$ cat config.mk
export PLATFORM = sky130hd
export DESIGN_NAME = ctrl_pipe_unit
export DESIGN_NICKNAME = d
export VERILOG_FILES = /design/src/rtl/ctrl_pipe_unit.sv
export SDC_FILE = /design/constraint.sdc
export NUM_CORES = 1
export LEC_CHECK = 0
export ABC_AREA = 1
export CAP_MARGIN = 20
export CORE_MARGIN = 2
export CORE_UTILIZATION = 47
export CTS_CLUSTER_SIZE = 40
export DETAILED_ROUTE_END_ITERATION = 10
export PLACE_DENSITY = 0.83
export SKIP_LAST_GASP = 1
export SYNTH_ARGS = -nofsm -noshare
export SYNTH_HDL_FRONTEND = slang
export SYNTH_SLANG_ARGS = --single-unit
export TNS_END_PERCENT = 1
$ cat constraint.sdc
create_clock -name clk -period 1.7 [get_ports clk]
set_input_delay 0.34 -clock clk [delete_from_list [all_inputs] [get_ports clk]]
set_output_delay 0.34 -clock clk [all_outputs]
set_load 0.01 [all_outputs]
$ cat src/rtl/ctrl_pipe_unit.sv
// Opcode decoder and ID/EX -> EX/MEM -> MEM/WB control pipeline for the 5-stage MIPS subset,
// with stall/flush bubbles, illegal-opcode pulse and retired-instruction counter.
module ctrl_pipe_unit #(
  parameter int OP_W     = 6,
  parameter int ALUOP_W  = 3,
  parameter int HAS_LUI  = 1,
  parameter int HAS_JUMP = 1,
  parameter int CNT_W    = 16
) (
  input  logic               clk,
  input  logic               rst,
  input  logic               id_valid,
  input  logic [OP_W-1:0]    id_opcode,
  input  logic               stall,
  input  logic               flush,
  output logic               ex_valid,
  output logic               ex_alusrc,
  output logic               ex_regdst,
  output logic [1:0]         ex_extop,
  output logic [ALUOP_W-1:0] ex_aluop,
  output logic               ex_jump,
  output logic               mem_valid,
  output logic               mem_read,
  output logic               mem_write,
  output logic               mem_branch,
  output logic               wb_valid,
  output logic               wb_regwrite,
  output logic               wb_memtoreg,
  output logic               illegal_op,
  output logic [CNT_W-1:0]   retired_cnt
);

  typedef struct packed {
    logic               valid;
    logic               alusrc;
    logic               regdst;
    logic [1:0]         extop;
    logic [ALUOP_W-1:0] aluop;
    logic               jump;
    logic               mem_read;
    logic               mem_write;
    logic               branch;
    logic               regwrite;
    logic               memtoreg;
  } idex_t;

  typedef struct packed {
    logic valid;
    logic mem_read;
    logic mem_write;
    logic branch;
    logic regwrite;
    logic memtoreg;
  } exmem_t;

  typedef struct packed {
    logic valid;
    logic regwrite;
    logic memtoreg;
  } memwb_t;

  localparam logic [OP_W-1:0] OP_R     = OP_W'(6'b000000);
  localparam logic [OP_W-1:0] OP_ADDI  = OP_W'(6'b001000);
  localparam logic [OP_W-1:0] OP_ADDIU = OP_W'(6'b001001);
  localparam logic [OP_W-1:0] OP_ORI   = OP_W'(6'b001101);
  localparam logic [OP_W-1:0] OP_LUI   = OP_W'(6'b001111);
  localparam logic [OP_W-1:0] OP_LW    = OP_W'(6'b100011);
  localparam logic [OP_W-1:0] OP_SW    = OP_W'(6'b101011);
  localparam logic [OP_W-1:0] OP_BEQ   = OP_W'(6'b000100);
  localparam logic [OP_W-1:0] OP_J     = OP_W'(6'b000010);

  idex_t            dec, idex_d, idex_q;
  exmem_t           exmem_d, exmem_q;
  memwb_t           memwb_d, memwb_q;
  logic             legal, ill_d, ill_q;
  logic [CNT_W-1:0] cnt_d, cnt_q;

  always_comb begin
    dec   = '0;
    legal = 1'b1;
    case (id_opcode)
      OP_R:              begin dec.regdst = 1'b1; dec.aluop = ALUOP_W'(3); dec.regwrite = 1'b1; end
      OP_ADDI, OP_ADDIU: begin dec.alusrc = 1'b1; dec.extop = 2'b01; dec.regwrite = 1'b1; end
      OP_ORI:            begin dec.alusrc = 1'b1; dec.aluop = ALUOP_W'(2); dec.regwrite = 1'b1; end
      OP_LUI: begin
        if (HAS_LUI != 0) begin
          dec.alusrc = 1'b1; dec.extop = 2'b10; dec.aluop = ALUOP_W'(4); dec.regwrite = 1'b1;
        end else legal = 1'b0;
      end
      OP_LW: begin
        dec.alusrc = 1'b1; dec.extop = 2'b01; dec.mem_read = 1'b1;
        dec.memtoreg = 1'b1; dec.regwrite = 1'b1;
      end
      OP_SW:  begin dec.alusrc = 1'b1; dec.extop = 2'b01; dec.mem_write = 1'b1; end
      OP_BEQ: begin dec.extop = 2'b01; dec.aluop = ALUOP_W'(1); dec.branch = 1'b1; end
      OP_J: begin
        if (HAS_JUMP != 0) dec.jump = 1'b1;
        else legal = 1'b0;
      end
      default: legal = 1'b0;
    endcase
    // Invalid or illegal slots travel as all-zero bubbles so valid gates every field.
    if (id_valid && legal) dec.valid = 1'b1;
    else                   dec = '0;
  end

  always_comb begin
    idex_d = (flush || stall) ? '0 : dec;
    ill_d  = !(flush || stall) && id_valid && !legal;

    exmem_d = '0;
    if (!flush) begin
      exmem_d.valid     = idex_q.valid;
      exmem_d.mem_read  = idex_q.mem_read;
      exmem_d.mem_write = idex_q.mem_write;
      exmem_d.branch    = idex_q.branch;
      exmem_d.regwrite  = idex_q.regwrite;
      exmem_d.memtoreg  = idex_q.memtoreg;
    end

    memwb_d.valid    = exmem_q.valid;
    memwb_d.regwrite = exmem_q.regwrite;
    memwb_d.memtoreg = exmem_q.memtoreg;

    cnt_d = cnt_q + CNT_W'(memwb_q.valid);
  end

  always_ff @(posedge clk or posedge rst) begin
    if (rst) begin
      idex_q  <= '0;
      exmem_q <= '0;
      memwb_q <= '0;
      ill_q   <= 1'b0;
      cnt_q   <= '0;
    end else begin
      idex_q  <= idex_d;
      exmem_q <= exmem_d;
      memwb_q <= memwb_d;
      ill_q   <= ill_d;
      cnt_q   <= cnt_d;
    end
  end

  assign ex_valid    = idex_q.valid;
  assign ex_alusrc   = idex_q.alusrc;
  assign ex_regdst   = idex_q.regdst;
  assign ex_extop    = idex_q.extop;
  assign ex_aluop    = idex_q.aluop;
  assign ex_jump     = idex_q.jump;
  assign mem_valid   = exmem_q.valid;
  assign mem_read    = exmem_q.mem_read;
  assign mem_write   = exmem_q.mem_write;
  assign mem_branch  = exmem_q.branch;
  assign wb_valid    = memwb_q.valid;
  assign wb_regwrite = memwb_q.regwrite;
  assign wb_memtoreg = memwb_q.memtoreg;
  assign illegal_op  = ill_q;
  assign retired_cnt = cnt_q;

endmodule

==> results.yml, run 1 <==
setup_path:
  timing.reg2reg.setup_slack_ps: 170
  worst-path-buf-inv: 1
  cp.arrival_ps: 1350
  critPathLaunchType: "flop"
  crit_fanout: 5
  worst_setup_path_end_kind: "output port"
  cpLargestDelayFamily: "buffers and inverters"
  path_class: "flop to output port"
  crit_chain: "clkdlybuf4s50_1"
  cpPeakStageDelay_ps: 570
  crit_slowest_cell: "clkdlybuf4s50_1"
  cp.required_ps: 1360
yosys:
  ys_ff_latch: 38
  synth_top_cell_area_share: 0.585
  synth_most_common_cell: "dfrtp_1"
  synth_area_leaders: "dfrtp_1, nor2_1, nand2_1"
  syn_avg_cell_area_um2: 10.1
  syn_nets: 174
  synth-compound-area-share: 0.00385
  synth_edf_count: 0
  synthSimpleGateAreaFrac: 0.246
  synth_top_family_by_area: "simple AND/OR/NAND/NOR gates"
  ys_top_cells_by_count: "dfrtp_1, nor2_1, nand2_1"
  ys.flop_type: "dfrtp_1"
  syn_area_mm2: 0.00163
  yosysTopAreaCell: "dfrtp_1"
  synth_cell_types: 18
  synthCells: 161
  async_reset_ff_frac: 1.00
  synth_xor_xnor_area_share: 0.0754
  synth_mux_area_frac: 0
  yosys_warnings: 0
  ys_seq_area_frac: 0.585
  synth_adder_area_share: 0.0154
layout:
  diodes: 0
  final_area_mm2: 0.00220
  drive_above_1_share: 0.187
  fin_nets: 227
  n_fill_cell: 289
  layoutNonFillerInstCount: 260
  post-route-util: 0.658
  area_growth_pct: 35.2
pwr:
  swShare: 0.243
  p_comb_frac: 0.103
  p_int_mw: 1.15
  power.leakage_nw: 1.09
  seqPwrFrac: 0.616
  power.share.clock: 0.281
  max-vdd-ir-drop_v: 0.000268
  p_total_mw: 1.52
  switching_power_mw: 0.369
  power_density_mw_per_mm2: 692
timing:
  rsz0062_at_grt: "true"
  tightest_slew_ps: 214
  max_freq_mhz: 592
  hold_violations: 0
  fin_skew_ps: 7.86
  finalHoldWorstSlack_ps: 326
  finalSetupViolCount: 0
  slew_headroom: 0.856
  period_needed_ps: 1690
  slew_viol_final: 0
  setup_slack_ps: 9.88
  setup-tns-final_ps: 0
  period_share: 0.994
clocking:
  clk_latency_ps: 340
  cts_tree: "done"
  cts_max_level: 2
  cts-buffers-inserted: 5
  clock-sinks: 38
  clkTransAtPathRegs_ps: 110
  postCtsHoldBufs: 0
  cts_buffer_depth: 2
  root_buffer: "clkbuf_4"
die:
  die_y_um: 62.8
  io-pin-count: 44
  die-area_mm2: 0.00394
  rows: 21
  initial_core_util: 0.487
  chipWidth_um: 62.8
  core_mm2: 0.00334
outcome:
  outcome: "completed"
drt:
  drtAntennaViolNets: 0
  dr.pass1.iters: 4
  vias: 1173
  wl_per_cell_um: 10.8
  drt_iter0_markers: 40
  avgViaCountPerCell: 4.51
  drt_wl_total_um: 2820
  drc: 0
placed_design:
  globalplace.congestion: 0.856
  dp_cells: 252
  port_buffers: 43
  post-place-ws_ps: -26.9
  dp_hpwl_um: 2210
  placed_area_mm2: 0.00214
job:
  max_cap_viol_count: 0
global_route:
  grt.total_usage: 0.167
  grt_max_degree: 39
  grt_pass1_wl_um: 4930
  grt_pass1_vias: 1135
  antenna_found_initial: 0
  overflow: 0
hold_path:
  hold_class: "input pin to async pin"
## state kept, by name, indices dropped and copies added (netlist names)
register / cells
ex_extop: 2
wb_valid: 1
exmem_q: 1
mem_branch: 1
idex_q: 4
ex_valid: 1
mem_write: 1
mem_valid: 1
ex_jump: 1
wb_memtoreg: 1
retired_cnt: 16
wb_regwrite: 1
ex_regdst: 1
mem_read: 1
illegal_op: 1
ex_aluop: 3
ex_alusrc: 1
## final cells by class
class | instances | area (um^2) | area share
well taps | 46 | 57.6 | 0.0262
clock inverters | 2 | 10.0 | 0.00456
flip-flops and latches | 38 | 952 | 0.433
repair buffers | 51 | 503 | 0.229
clock buffers | 5 | 37.5 | 0.0171
inverters | 22 | 82.6 | 0.0376
multi-input cells | 96 | 554 | 0.252
## path summary, 6_finish.rpt
check                                from               to  cells after the start
setup / recovery           retired_cnt[5]   retired_cnt[5]                      1
hold / removal                        rst   retired_cnt[2]                      3
setup reg to reg                 wb_valid  retired_cnt[14]                      7
hold reg to reg                exmem_q[1]      wb_regwrite                      0
max in group asynchronous             rst  retired_cnt[11]                      3
min in group clk               exmem_q[1]      wb_regwrite                      0
## layer usage
layer | GRT usage | part of all wire
met2 | 0.290 | 0.52
met4 | 0.100 | 0.024
met3 | 0.0468 | 0.050
met5 | 0 | 0
met1 | 0.180 | 0.41
## cells in the final DEF, fill, tap and decap left out
cell / count
nand2_1: 22
nor3_1: 1
clkbuf_4: 5
a31oi_1: 1
nand3_1: 11
clkinv_2: 2
buf_4: 7
inv_2: 2
nor2_2: 12
nor3_2: 1
nand3_2: 4
dfrtp_1: 37
buf_12: 1
xnor2_1: 7
clkdlybuf4s50_1: 43
inv_1: 20
nand2_4: 2
dfrtp_2: 1
ha_1: 2
nor2_1: 23
nor2_4: 1
xor2_1: 7
nand2_2: 2
## logic make-up after synthesis
| group | Yosys count |
|---|---|
| buf+inv | 27 |
| flops | 38 |
| xor+xnor | 14 |
| compound gates | 1 |
| fa+ha+maj | 2 |
| simple gates | 79 |
## repair_timing
item | 4_1_cts | 5_1_grt
setup endpoints to repair | 3 | 9
hold endpoints to repair | 0 | 0
resized for setup | 0 | 1
buffers inserted | 1 | 0
## power groups by stage
| stage | logic, mW | registers [mW] | clock network (mW) |
|---|---|---|---|
| final | 0.156 | 0.936 | 0.428 |
| after global routing | 0.174 | 0.939 | 0.485 |
| after CTS | 0.160 | 0.937 | 0.442 |
| after detailed placement | 0.157 | 0.956 | 0 |
| after global placement | 0.152 | 0.955 | 0 |
| after floorplan | 0.0530 | 0.964 | 0 |
Note: power is estimated with default switching activity, not from simulation.
==> run 2, diff against run 1 <==
--- a/config.mk
+++ b/config.mk
@@ -9,7 +9,7 @@
 export CAP_MARGIN = 20
 export CORE_MARGIN = 2
 export CORE_UTILIZATION = 47
-export CTS_CLUSTER_SIZE = 40
+export CTS_CLUSTER_SIZE = 25
 export DETAILED_ROUTE_END_ITERATION = 10
 export PLACE_DENSITY = 0.83
 export SKIP_LAST_GASP = 1
==> results of run 2 <==
The final DEF is identical to that of run 1; final timing and power are the same.
==> run 3, diff against run 2 <==
--- a/config.mk
+++ b/config.mk
@@ -12,6 +12,7 @@
 export CTS_CLUSTER_SIZE = 25
 export DETAILED_ROUTE_END_ITERATION = 10
 export PLACE_DENSITY = 0.83
+export REMOVE_ABC_BUFFERS = 1
 export SKIP_LAST_GASP = 1
 export SYNTH_ARGS = -nofsm -noshare
 export SYNTH_HDL_FRONTEND = slang
==> run 3 against run 2 <==
Sequential power barely moved. Largest cell class unchanged. Sequential share of layout area about the same. Critical path type unchanged. Clock power rose by 10%.
==> results.yml, run 3 (synthesis gave the netlist of run 1 again) <==
timing:
  tightest_slew_ps: 196
  finalSetupViolCount: 0
  period_needed_ps: 1670
  rsz0062_at_grt: "true"
  setup-tns-final_ps: 0
  slew_headroom: 0.869
  max_freq_mhz: 600
  period_share: 0.980
  hold_violations: 0
  setup_slack_ps: 34.0
  fin_skew_ps: 5.34
  slew_viol_final: 0
global_route:
  overflow: 0
  grt_pass1_wl_um: 5060
  grt_max_degree: 39
  grt_pass1_vias: 1179
  antenna_found_initial: 0
  grt.total_usage: 0.170
layout:
  layout_common_cells: "clkdlybuf4s50_1, dfrtp_1, nor2_1"
  layout_commonest_cell: "clkdlybuf4s50_1"
  multi_input_area_um2: 554
  drive_above_1_share: 0.201
  fin_nets: 226
  layoutNonFillerInstCount: 260
  area_growth_pct: 35.8
  largest_reg_flops: 16
  n_fill_cell: 287
  seqCellArea_um2: 957
  diodes: 0
placed_design:
  post-place-ws_ps: -24.8
  dp_hpwl_um: 2180
  globalplace.congestion: 0.839
  dp_cells: 252
  port_buffers: 43
setup_path:
  timing.reg2reg.setup_slack_ps: 150
  worst-path-buf-inv: 1
  crit_end: "retired_cnt[5]"
  rr_startpoint: "wb_valid"
  cp.arrival_ps: 1330
  path_class: "flop to output port"
  ff2ff_path_depth: 7
  reg2reg_to: "retired_cnt[12]"
  crit_chain: "clkdlybuf4s50_1"
  critPathLaunch: "retired_cnt[5]"
  worst_setup_path_end_kind: "output port"
  cpLargestDelayFamily: "buffers and inverters"
  cp.required_ps: 1360
  cp_num_cells: 1
  critPathLaunchType: "flop"
  crit_slowest_cell: "clkdlybuf4s50_1"
  crit_fanout: 5
  cpPeakStageDelay_ps: 560
drt:
  avgViaCountPerCell: 4.63
  wl_per_cell_um: 11.0
  vias: 1203
  dr.pass1.iters: 4
  drt_wl_total_um: 2860
  top_layer: "met4"
  wl_met1_um: 1160
  drtAntennaViolNets: 0
  wl_met2_um: 1500
  drt_iter0_markers: 63
  dr_wl_met3_um: 151
  drc: 0
pwr:
  power_density_mw_per_mm2: 708
  max-vdd-ir-drop_v: 0.000274
  seqPwrFrac: 0.600
  swShare: 0.231
  switching_power_mw: 0.361
  power.share.clock: 0.302
  power.leakage_nw: 1.09
  p_int_mw: 1.20
  p_comb_frac: 0.098
  p_total_mw: 1.56
clocking:
  cts_buffer_depth: 2
  postCtsHoldBufs: 0
  clkTransAtPathRegs_ps: 100
  root_buffer: "clkbuf_4"
  cts_max_level: 2
  clock-sinks: 38
  clk_latency_ps: 340
  cts-buffers-inserted: 5
  cts_tree: "done"
die:
  rows: 21
  core_mm2: 0.00334
  die-area_mm2: 0.00394
  io-pin-count: 44
  initial_core_util: 0.487
  chipWidth_um: 62.8
  die_y_um: 62.8
job:
  max_cap_viol_count: 0
hold_path:
  hold_class: "input pin to async pin"
outcome:
  outcome: "completed"
[run 3: cell type report]
| class | count | area share |
|---|---|---|
| sequential | 38 | 0.434 |
| multi-input combinational | 96 | 0.251 |
| timing repair buffer | 50 | 0.224 |
| inverter | 22 | 0.0374 |
| tap | 46 | 0.0261 |
| clock buffer | 7 | 0.0249 |
| clock inverter | 1 | 0.00227 |
[run 3: worst min path at each step]
stage,start,endpoint,slack [ps],cells past startpoint
6_report,rst,retired_cnt[0],350,3
5_1_grt,rst,exmem_q[1],380,3
4_1_cts,rst,exmem_q[1],340,3
3_5_place_dp,exmem_q[1],wb_regwrite,350,0
3_3_place_gp,exmem_q[1],wb_regwrite,330,0
2_1_floorplan,exmem_q[1],wb_regwrite,330,0
[run 3: what timing repair did]
| item | CTS | global route |
|---|---|---|
| pin swaps | 0 | 0 |
| setup buffers | 0 | 0 |
| endpoints found under the setup margin | 4 | 10 |
| gates resized for setup | 1 | 4 |
| cloned | 0 | 0 |
[run 3: through the flow]
step	area [um^2]	hold slack [ps]	utilization
floorplan	1590	331	-
global placement	2140	334	0.642
detailed placement	2140	354	0.642
CTS	2200	338	0.660
global route	2210	377	0.661
finish	2210	345	0.661
[run 3: power by group through the flow]
stage | Sequential, mW | Combinational, mW | Clock [mW]
2_1_floorplan | 0.965 | 0.0525 | 0
3_5_place_dp | 0.956 | 0.156 | 0
6_report | 0.937 | 0.153 | 0.472
5_1_grt | 0.942 | 0.171 | 0.525
4_1_cts | 0.938 | 0.156 | 0.494
3_3_place_gp | 0.955 | 0.152 | 0
[run 3: routing by layer]
layer,global-route usage,up-vias
li1,-,588
met4,0.0694,0
met5,0,-
met2,0.306,34
met3,0.0523,5
met1,0.183,576
